$ cat config.mk
export PLATFORM = sky130hd
export DESIGN_NAME = dcache_direct_mapped
export DESIGN_NICKNAME = d
export VERILOG_FILES = /design/src/rtl/dcache_direct_mapped.sv
export SDC_FILE = /design/constraint.sdc
export NUM_CORES = 2
export LEC_CHECK = 0
export CORE_ASPECT_RATIO = 0.75
export CORE_UTILIZATION = 55
export CTS_CLUSTER_SIZE = 28
export DETAILED_ROUTE_END_ITERATION = 10
export HOLD_SLACK_MARGIN = 0.15
export MAX_ROUTING_LAYER = met4
export PLACE_DENSITY = 0.75
export SLEW_MARGIN = 10
export SYNTH_ARGS = -nofsm -noshare
export SYNTH_HDL_FRONTEND = slang
export SYNTH_SLANG_ARGS = --single-unit
$ cat constraint.sdc
create_clock -name clock -period 10.98 [get_ports clock]
set_input_delay 1.098 -clock clock [delete_from_list [all_inputs] [get_ports clock]]
set_output_delay 1.098 -clock clock [all_outputs]
set_load 0.02 [all_outputs]
$ cat src/rtl/dcache_direct_mapped.sv
// Direct-mapped, write-back, write-allocate data cache for the RV32IM MEM stage.
// Serves B/H/W loads and stores out of 16-byte lines and stalls the pipeline on
// a miss while it writes back a dirty victim and fetches the missing block.
//
// Ports:
//   clock, reset        rising-edge clock, asynchronous active-high reset
//   read, write         CPU load / store request (both high = no access)
//   funct3              access type: 000 B, 001 H, 010 W, 100 BU, 101 HU
//   address, writedata  CPU byte address and right-aligned store data
//   readdata            load result, sign/zero extended (0 when not a read hit)
//   busywait            CPU stall
//   mem_read/mem_write  block memory read / write request
//   mem_address         28-bit block address
//   mem_writedata       victim block (byte k at bits [8k+7:8k])
//   mem_readdata        fetched block, same byte order
//   mem_busywait        block memory busy
module dcache_direct_mapped #(
  parameter int unsigned NUM_SETS = 8
) (
  input  logic         clock,
  input  logic         reset,
  input  logic         read,
  input  logic         write,
  input  logic [2:0]   funct3,
  input  logic [31:0]  address,
  input  logic [31:0]  writedata,
  output logic [31:0]  readdata,
  output logic         busywait,
  output logic         mem_read,
  output logic         mem_write,
  output logic [27:0]  mem_address,
  output logic [127:0] mem_writedata,
  input  logic [127:0] mem_readdata,
  input  logic         mem_busywait
);

  localparam int unsigned INDEX_W = $clog2(NUM_SETS);
  localparam int unsigned TAG_W   = 28 - INDEX_W;
  localparam int unsigned LINE_W  = 128;

  typedef enum logic [1:0] {
    S_IDLE,
    S_WRITEBACK,
    S_FETCH,
    S_UPDATE
  } state_e;

  state_e              state_q, state_d;
  logic                first_q;
  logic [LINE_W-1:0]   fill_q;
  logic [NUM_SETS-1:0] valid_q;
  logic [NUM_SETS-1:0] dirty_q;
  logic [TAG_W-1:0]    tag_q  [NUM_SETS];
  logic [LINE_W-1:0]   data_q [NUM_SETS];

  logic [INDEX_W-1:0]  index;
  logic [TAG_W-1:0]    addr_tag;
  logic                access;
  logic                hit;
  logic                store_hit;
  logic                fill_done;
  logic [LINE_W-1:0]   line;
  logic [LINE_W-1:0]   line_wr;
  logic [7:0]          ld_byte;
  logic [15:0]         ld_half;
  logic [31:0]         ld_word;

  // Address decode and lookup
  assign index     = address[4 +: INDEX_W];
  assign addr_tag  = address[31 -: TAG_W];
  assign access    = read ^ write;
  assign line      = data_q[index];
  assign hit       = valid_q[index] && (tag_q[index] == addr_tag);
  assign store_hit = write && !read && hit && (state_q == S_IDLE);

  // Stall whenever an access is outstanding and cannot complete this cycle
  assign busywait  = access && (!hit || (state_q != S_IDLE));

  // Next-state and memory-side handshake
  always_comb begin
    state_d       = state_q;
    fill_done     = 1'b0;
    mem_read      = 1'b0;
    mem_write     = 1'b0;
    mem_address   = '0;
    mem_writedata = '0;
    unique case (state_q)
      S_IDLE: begin
        if (access && !hit) begin
          state_d = (valid_q[index] && dirty_q[index]) ? S_WRITEBACK : S_FETCH;
        end
      end
      S_WRITEBACK: begin
        mem_write     = 1'b1;
        mem_address   = {tag_q[index], index};
        mem_writedata = line;
        // memory may not have raised busywait yet in the first cycle
        if (!first_q && !mem_busywait) begin
          state_d = S_FETCH;
        end
      end
      S_FETCH: begin
        mem_read    = 1'b1;
        mem_address = address[31:4];
        if (!first_q && !mem_busywait) begin
          state_d   = S_UPDATE;
          fill_done = 1'b1;
        end
      end
      S_UPDATE: begin
        state_d = S_IDLE;
      end
      default: begin
        state_d = S_IDLE;
      end
    endcase
  end

  // Control state, fill buffer and line status bits
  always_ff @(posedge clock or posedge reset) begin
    if (reset) begin
      state_q <= S_IDLE;
      first_q <= 1'b0;
      fill_q  <= '0;
      valid_q <= '0;
      dirty_q <= '0;
    end else begin
      state_q <= state_d;
      first_q <= (state_d != state_q);
      if (fill_done) begin
        fill_q <= mem_readdata;
      end
      if (state_q == S_UPDATE) begin
        valid_q[index] <= 1'b1;
        dirty_q[index] <= 1'b0;
      end else if (store_hit) begin
        dirty_q[index] <= 1'b1;
      end
    end
  end

  // Tag and data arrays are not reset; valid bits guard them
  always_ff @(posedge clock) begin
    if (state_q == S_UPDATE) begin
      tag_q[index]  <= addr_tag;
      data_q[index] <= fill_q;
    end else if (store_hit) begin
      data_q[index] <= line_wr;
    end
  end

  // Store merge: only the addressed byte/half/word lanes change
  always_comb begin
    line_wr = line;
    case (funct3[1:0])
      2'b00:   line_wr[{address[3:0], 3'b000}   +: 8]  = writedata[7:0];
      2'b01:   line_wr[{address[3:1], 4'b0000}  +: 16] = writedata[15:0];
      default: line_wr[{address[3:2], 5'b00000} +: 32] = writedata;
    endcase
  end

  // Load extract and extension
  assign ld_byte = line[{address[3:0], 3'b000}   +: 8];
  assign ld_half = line[{address[3:1], 4'b0000}  +: 16];
  assign ld_word = line[{address[3:2], 5'b00000} +: 32];

  always_comb begin
    readdata = '0;
    if (read && hit && (state_q == S_IDLE)) begin
      case (funct3)
        3'b000:  readdata = {{24{ld_byte[7]}}, ld_byte};
        3'b100:  readdata = {24'b0, ld_byte};
        3'b001:  readdata = {{16{ld_half[15]}}, ld_half};
        3'b101:  readdata = {16'b0, ld_half};
        default: readdata = ld_word;
      endcase
    end
  end

endmodule

# ---- Word-level counts from Yosys, hierarchy flattened
# Memory sizes are Yosys's and may differ from the RTL's.
# Cells that the tools add are included.
dict set report classes {
  add_sub_neg 3
  order_cmp 2
  eq_ne 9
  shift 9
  muxes 31
  n_bitwise 6
  n_reduce_logical 21
}
# op n
set op_table {}
lappend op_table {{128-bit bitwise mux} 3}
lappend op_table {{128-bit 2-to-1 mux} 2}
lappend op_table {{128-bit one-hot mux with 2 select lines} 1}
lappend op_table {{32-bit one-hot mux with 4 select lines} 1}
lappend op_table {{16-bit by 9-bit variable shift with 128-bit output, first input constant} 1}
lappend op_table {{32-bit by 9-bit variable shift with 128-bit output, first input constant} 1}
lappend op_table {{8-bit by 9-bit variable shift with 128-bit output, first input constant} 1}
lappend op_table {{128-bit by 8-bit variable part select with 16-bit output} 1}
lappend op_table {{128-bit by 8-bit variable part select with 32-bit output} 1}
lappend op_table {{128-bit by 8-bit variable part select with 8-bit output} 1}
lappend op_table {{16-bit by 9-bit variable part select with 128-bit output} 1}
lappend op_table {{32-bit by 9-bit variable part select with 128-bit output} 1}
lappend op_table {{8-bit by 9-bit variable part select with 128-bit output} 1}
lappend op_table {{28-bit one-hot mux with 2 select lines} 1}
lappend op_table {{32-bit 2-to-1 mux} 1}
lappend op_table {{7-bit negation with 9-bit output} 3}
lappend op_table {{25-bit == test} 1}
lappend op_table {{8-bit 2-to-1 mux} 2}
lappend op_table {{8-bit OR} 2}
lappend op_table {{1-bit 2-to-1 mux} 12}
lappend op_table {{1-bit logical AND} 11}
lappend op_table {{8-bit AND} 1}
lappend op_table {{2-bit 2-to-1 mux} 4}
lappend op_table {{8-bit NOT} 1}
lappend op_table {{17 further kinds} 26}
dict set report totals {
  register_bits 147
  ramBits 1224
  in_bits 200
  out_inout_bits 191
  n_memories 2
}
# name words word_bits rd rd_clocked_by_memory_dff wr line
set memory_table {}
lappend memory_table {data_q 8 128 1 0 1 54} ;# logic [LINE_W-1:0] data_q [NUM_SETS];
lappend memory_table {tag_q 8 25 1 0 1 53} ;# logic [TAG_W-1:0] tag_q [NUM_SETS];

# ---- Logic depth before layout (Yosys ltp)
dict set report logic_depth {
  depth_word 9
  mapped_depth 19
  ltp_nobuf 10
}

# ---- Least setup slack after synthesis
# OpenSTA, ideal clock, no wires.
dict set report synth_path {
  path_kind {input to register}
  from {input address[4]}
  to {memory data_q[7][0], enable pin}
  setup_ns 0.658
  arrival_time_ns 9.376
  path_slack_ns 0.946
  path_stages 9
  cell_sequence {buf_6 -> buf_6 -> mux4_2 -> mux2i_1 -> xnor2_1 -> or4_1 -> nor4_4 -> nand3_1 -> a21oi_1}
}
dict set report synth_via {
  elab_chain_len 9
  word_cells_on_any_way 11
}
# element line
set synth_rtl {}
lappend synth_rtl {{start: declaration} 25} ;# input logic [31:0] address,
lappend synth_rtl {{memory read 8 x 25 bit or 1-bit binary-select mux with 3-bit select (tied branches)} n/a}
lappend synth_rtl {{25-bit == test or 1-bit 2-to-1 mux (tied branches)} 73} ;# assign hit = valid_q[index] && (tag_q[index] == addr_tag);
lappend synth_rtl {{1-bit logical AND} 73}
lappend synth_rtl {{1-bit logical AND (2 in a row)} 74} ;# assign store_hit = write && !read && hit && (state_q == S_IDLE);
lappend synth_rtl {{1-bit 2-to-1 mux} 147} ;# end else if (store_hit) begin
lappend synth_rtl {{1-bit 2-to-1 mux} 144} ;# if (state_q == S_UPDATE) begin
lappend synth_rtl {{1-bit 2-to-1 mux (implied by the code)} 148} ;# data_q[index] <= line_wr;
lappend synth_rtl {{1-bit OR (no source line)} n/a}
lappend synth_rtl {{end: declaration} 54}
# Several ways; a longest one is shown, not always the timed one. The select of a mux whose other input is x is not followed.

# ---- Worst setup path in the final report
dict set report layout_path {
  from {input address[6]}
  to {output readdata[12]}
}
dict set report layout_via {
  elab_chain_len 6
  word_cells_on_any_way 13
}
# element line
set layout_rtl {}
lappend layout_rtl {{branches (longest 5 deep; another with memory read 8 x 128 bit)} n/a}
lappend layout_rtl {{32-bit 2-to-1 mux (*)} 169} ;# if (read && hit && (state_q == S_IDLE)) begin
lappend layout_rtl {{end: declaration} 27} ;# output logic [31:0] readdata,
# Mark *: on every way between the ends. The select of a mux whose other input is x is not followed.

==> flow_summary.ini <==
[run_status]
status = completed

[floorplanning]
ios = 391
die_x_um = 395
die-height_um = 297
rows = 107
core_area_um2 = 114000
start_util_pct = 55.8
die_area_um2 = 117000

[pwr]
p_per_area_nw_per_um2 = 199
p_leak_nw = 24.8
ir_drop_mv = 0.167

[setup_path]
crit_chain = buf_8 > buf_4 > and2_2 > a221oi_1 > o22ai_1 > o221ai_1 > or4_1 > a21oi_1 > nor2_1 > a221oi_1 > clkdlybuf4s50_1
required_ps = 9880
crit_top_cell = a221oi_1
reg2reg_depth = 9
reg2reg_slack_ps = 6130
start_kind = primary input
crit_slowest_cell = and2_2
slowest_delay_ps = 920
cp_top_family = compound AO/OA/AOI/OAI gates
end_kind = output pin
path_max_fanout = 61
worst-path-buf-inv = 3
worst_ep_arrival_time_ps = 6920
path_class = in -> out
r2r-start = tag_q[0][20]$_DFFE_PP_
rr_endpoint = data_q[7][40]$_DFFE_PP_

[layout]
syn_to_final_growth_pct = 15.6
final_core_util_pct = 64.5
drive_gt1_share_pct = 15.8
stdcell_count = 6631
layout.nets = 5200

[detailed_routing]
wl_met3_mm = 39.7
vias_per_cell = 7.21
wl_met2_mm = 98.4
routed_wl_mm = 236
drc = 0
routed.top_layer = met4
drtAntennaViolNets = 0
vias = 47789
drtIter0Drc = 8817
met1_length_mm = 84.2
first_pass_iters = 9
wire_per_inst_um = 35.6

[hold_path]
hold_path.startpoint = valid_q[5]$_DFFE_PP0P_
holdCritPathClass = reg -> reg
min_to = valid_q[5]$_DFFE_PP0P_
min_path_cells = 1

[synthesis]
ys_seq_area_share_pct = 63.5
synth_compound_area_share_pct = 14.1
yosysUniqueCellTypes = 84
mappedNetlistArea_um2 = 63700
synthCells = 4678
yosys.area.top_type = edfxtp_1
synth_top_area_share_pct = 57.7
synth_top_family_by_area = compound AO/OA/AOI/OAI gates
yosysMostFrequentCell = edfxtp_1
async_reset_ff_share_pct = 10.7
synth-edff-count = 1224
synth_fp_nets = 4897
yosysWarnings = 0
synthAdderAreaFrac_pct = 0.373
ys_ff_latch = 1371
synth-main-ff-cell = edfxtp_1
synth_mux_area_share_pct = 11.6
synth.area.top_cells = edfxtp_1, dfrtp_1, mux2_2
synth_simple_gate_area_share_pct = 7.01
synth_common_cells = edfxtp_1, nor2_1, a21oi_1
synth_area_per_cell_um2 = 13.6
synth-xor-area-share_pct = 0.206

[clock_network]
clock_latency_ps = 780
clk_path_buf_depth = 3
cts_tree = done
cts_max_level = 4
cts_buffers = 132
numClockSinks = 1371
post_cts_buffers = 0
cts.clk_slew.worst_paths_ps = 60
cts-root-buf = clkbuf_16
holdBufCountCts = 0
cts-resized-gates = 0

[global_routing]
antenna_found_initial = 15
grt_pass1_vias = 44237
grt_max_degree = 129
grt_usage_pct = 40.7
grt-ovfl-total = 0
grt_pass1_wl_mm = 330

[timing]
drv_slew = 0
tightest_slew_ps = 1250
rsz0062_at_grt = false
hold_violations = 0
holdWs_ps = 475
fmax_ghz = 0.125
slew_headroom_pct = 16.3
finalSetupTns_ps = 0
setup_viol = 0
finalCritPeriodShare_pct = 73.0
period_minus_slack_ps = 8020
fin_skew_ps = 27.0

[place]
dp.cells = 6372
gp_congestion = 1.07
dpl.hpwl_mm = 148
numPortBuffers = 390

[job]
max-cap-violations = 0
cell type report:
| cell class | count | area, um2 |
|---|---|---|
| antenna | 16 | 40.0 |
| clock buffer | 181 | 3670 |
| clock inverter | 61 | 624 |
| fill | 8193 | 40500 |
| inverter | 47 | 188 |
| multi-input combinational | 2868 | 21500 |
| sequential | 1371 | 40400 |
| tap | 1526 | 1910 |
| timing repair buffer | 561 | 5280 |
metrics by stage:
stage                     cell area [um2]  setup WS [ps]  total power, W
final                               73700           2960          0.0147
after global routing                73600           2850          0.0150
after CTS                           73600           3180          0.0146
after detailed placement            69300           3220          0.0101
after global placement              69300           2930         0.00998
after floorplan                     63700            946         0.00874
layout by cell type, fill, tap and decap left out, drive strengths merged, types with 13 or more instances in the layout:
master and count:
a211oi 59, a21oi 296, a221o 55, a221oi 105, a222oi 25, a22o 79, a22oi 167, a31oi 14
and2 70, and3 31, buf 177, clkbuf 181, clkdlybuf4s50 384, clkinv 41, dfrtp 147, diode 16
edfxtp 1224, ha 19, inv 52, mux2 346, mux2i 169, mux4 79, nand2 292, nand2b 13
nand3 48, nand4 17, nor2 312, nor2b 24, nor3 59, nor4 19, o211ai 51, o21a 18
o21ai 215, o221ai 46, o22ai 36, o2bb2ai 18, or2 14, xnor2 14
how the worst max path moves through the flow:
stage	endpoint	start	slack, ps	depth (start not counted)
global route	readdata[12]	address[6]	2850	11
detailed placement	readdata[3]	address[6]	3220	12
CTS	readdata[3]	address[6]	3180	12
floorplan	data_q[7][0]$_DFFE_PP_	address[4]	950	9
finish	readdata[12]	address[6]	2960	11
global placement	readdata[3]	address[6]	2930	12
flip-flops by register name (all words and copies together) (netlist names), named ones only:
register	cells
tag_q	200
data_q	1024
first_q	1
state_q	2
valid_q	8
fill_q	128
report_power, final:
group	switching (W)	internal [W]
sequential	0.000320	0.00672
combinational	0.00198	0.00106
clock	0.00200	0.00260
total	0.00431	0.0104
kinds of logic (layout without fill, tap and decap cells):
kind of cell | count (synthesis) | after routing
AND/OR/NAND/NOR | 950 | 950
XOR/XNOR | 15 | 15
multiplexers | 594 | 594
other | 0 | 16
flip-flops | 1371 | 1371
AO/OA/AOI/OAI | 1290 | 1290
adder cells (fa/ha/maj) | 19 | 19
buffers and inverters | 439 | 850
per-layer routing:
metal / vias to the layer above / global-route usage, %
li1: 19118 / -
met1: 23439 / 54.0
met2: 4401 / 55.1
met3: 831 / 15.4
met4: 0 / 18.8
met5: - / -
Power figures use the tool's default switching activity.
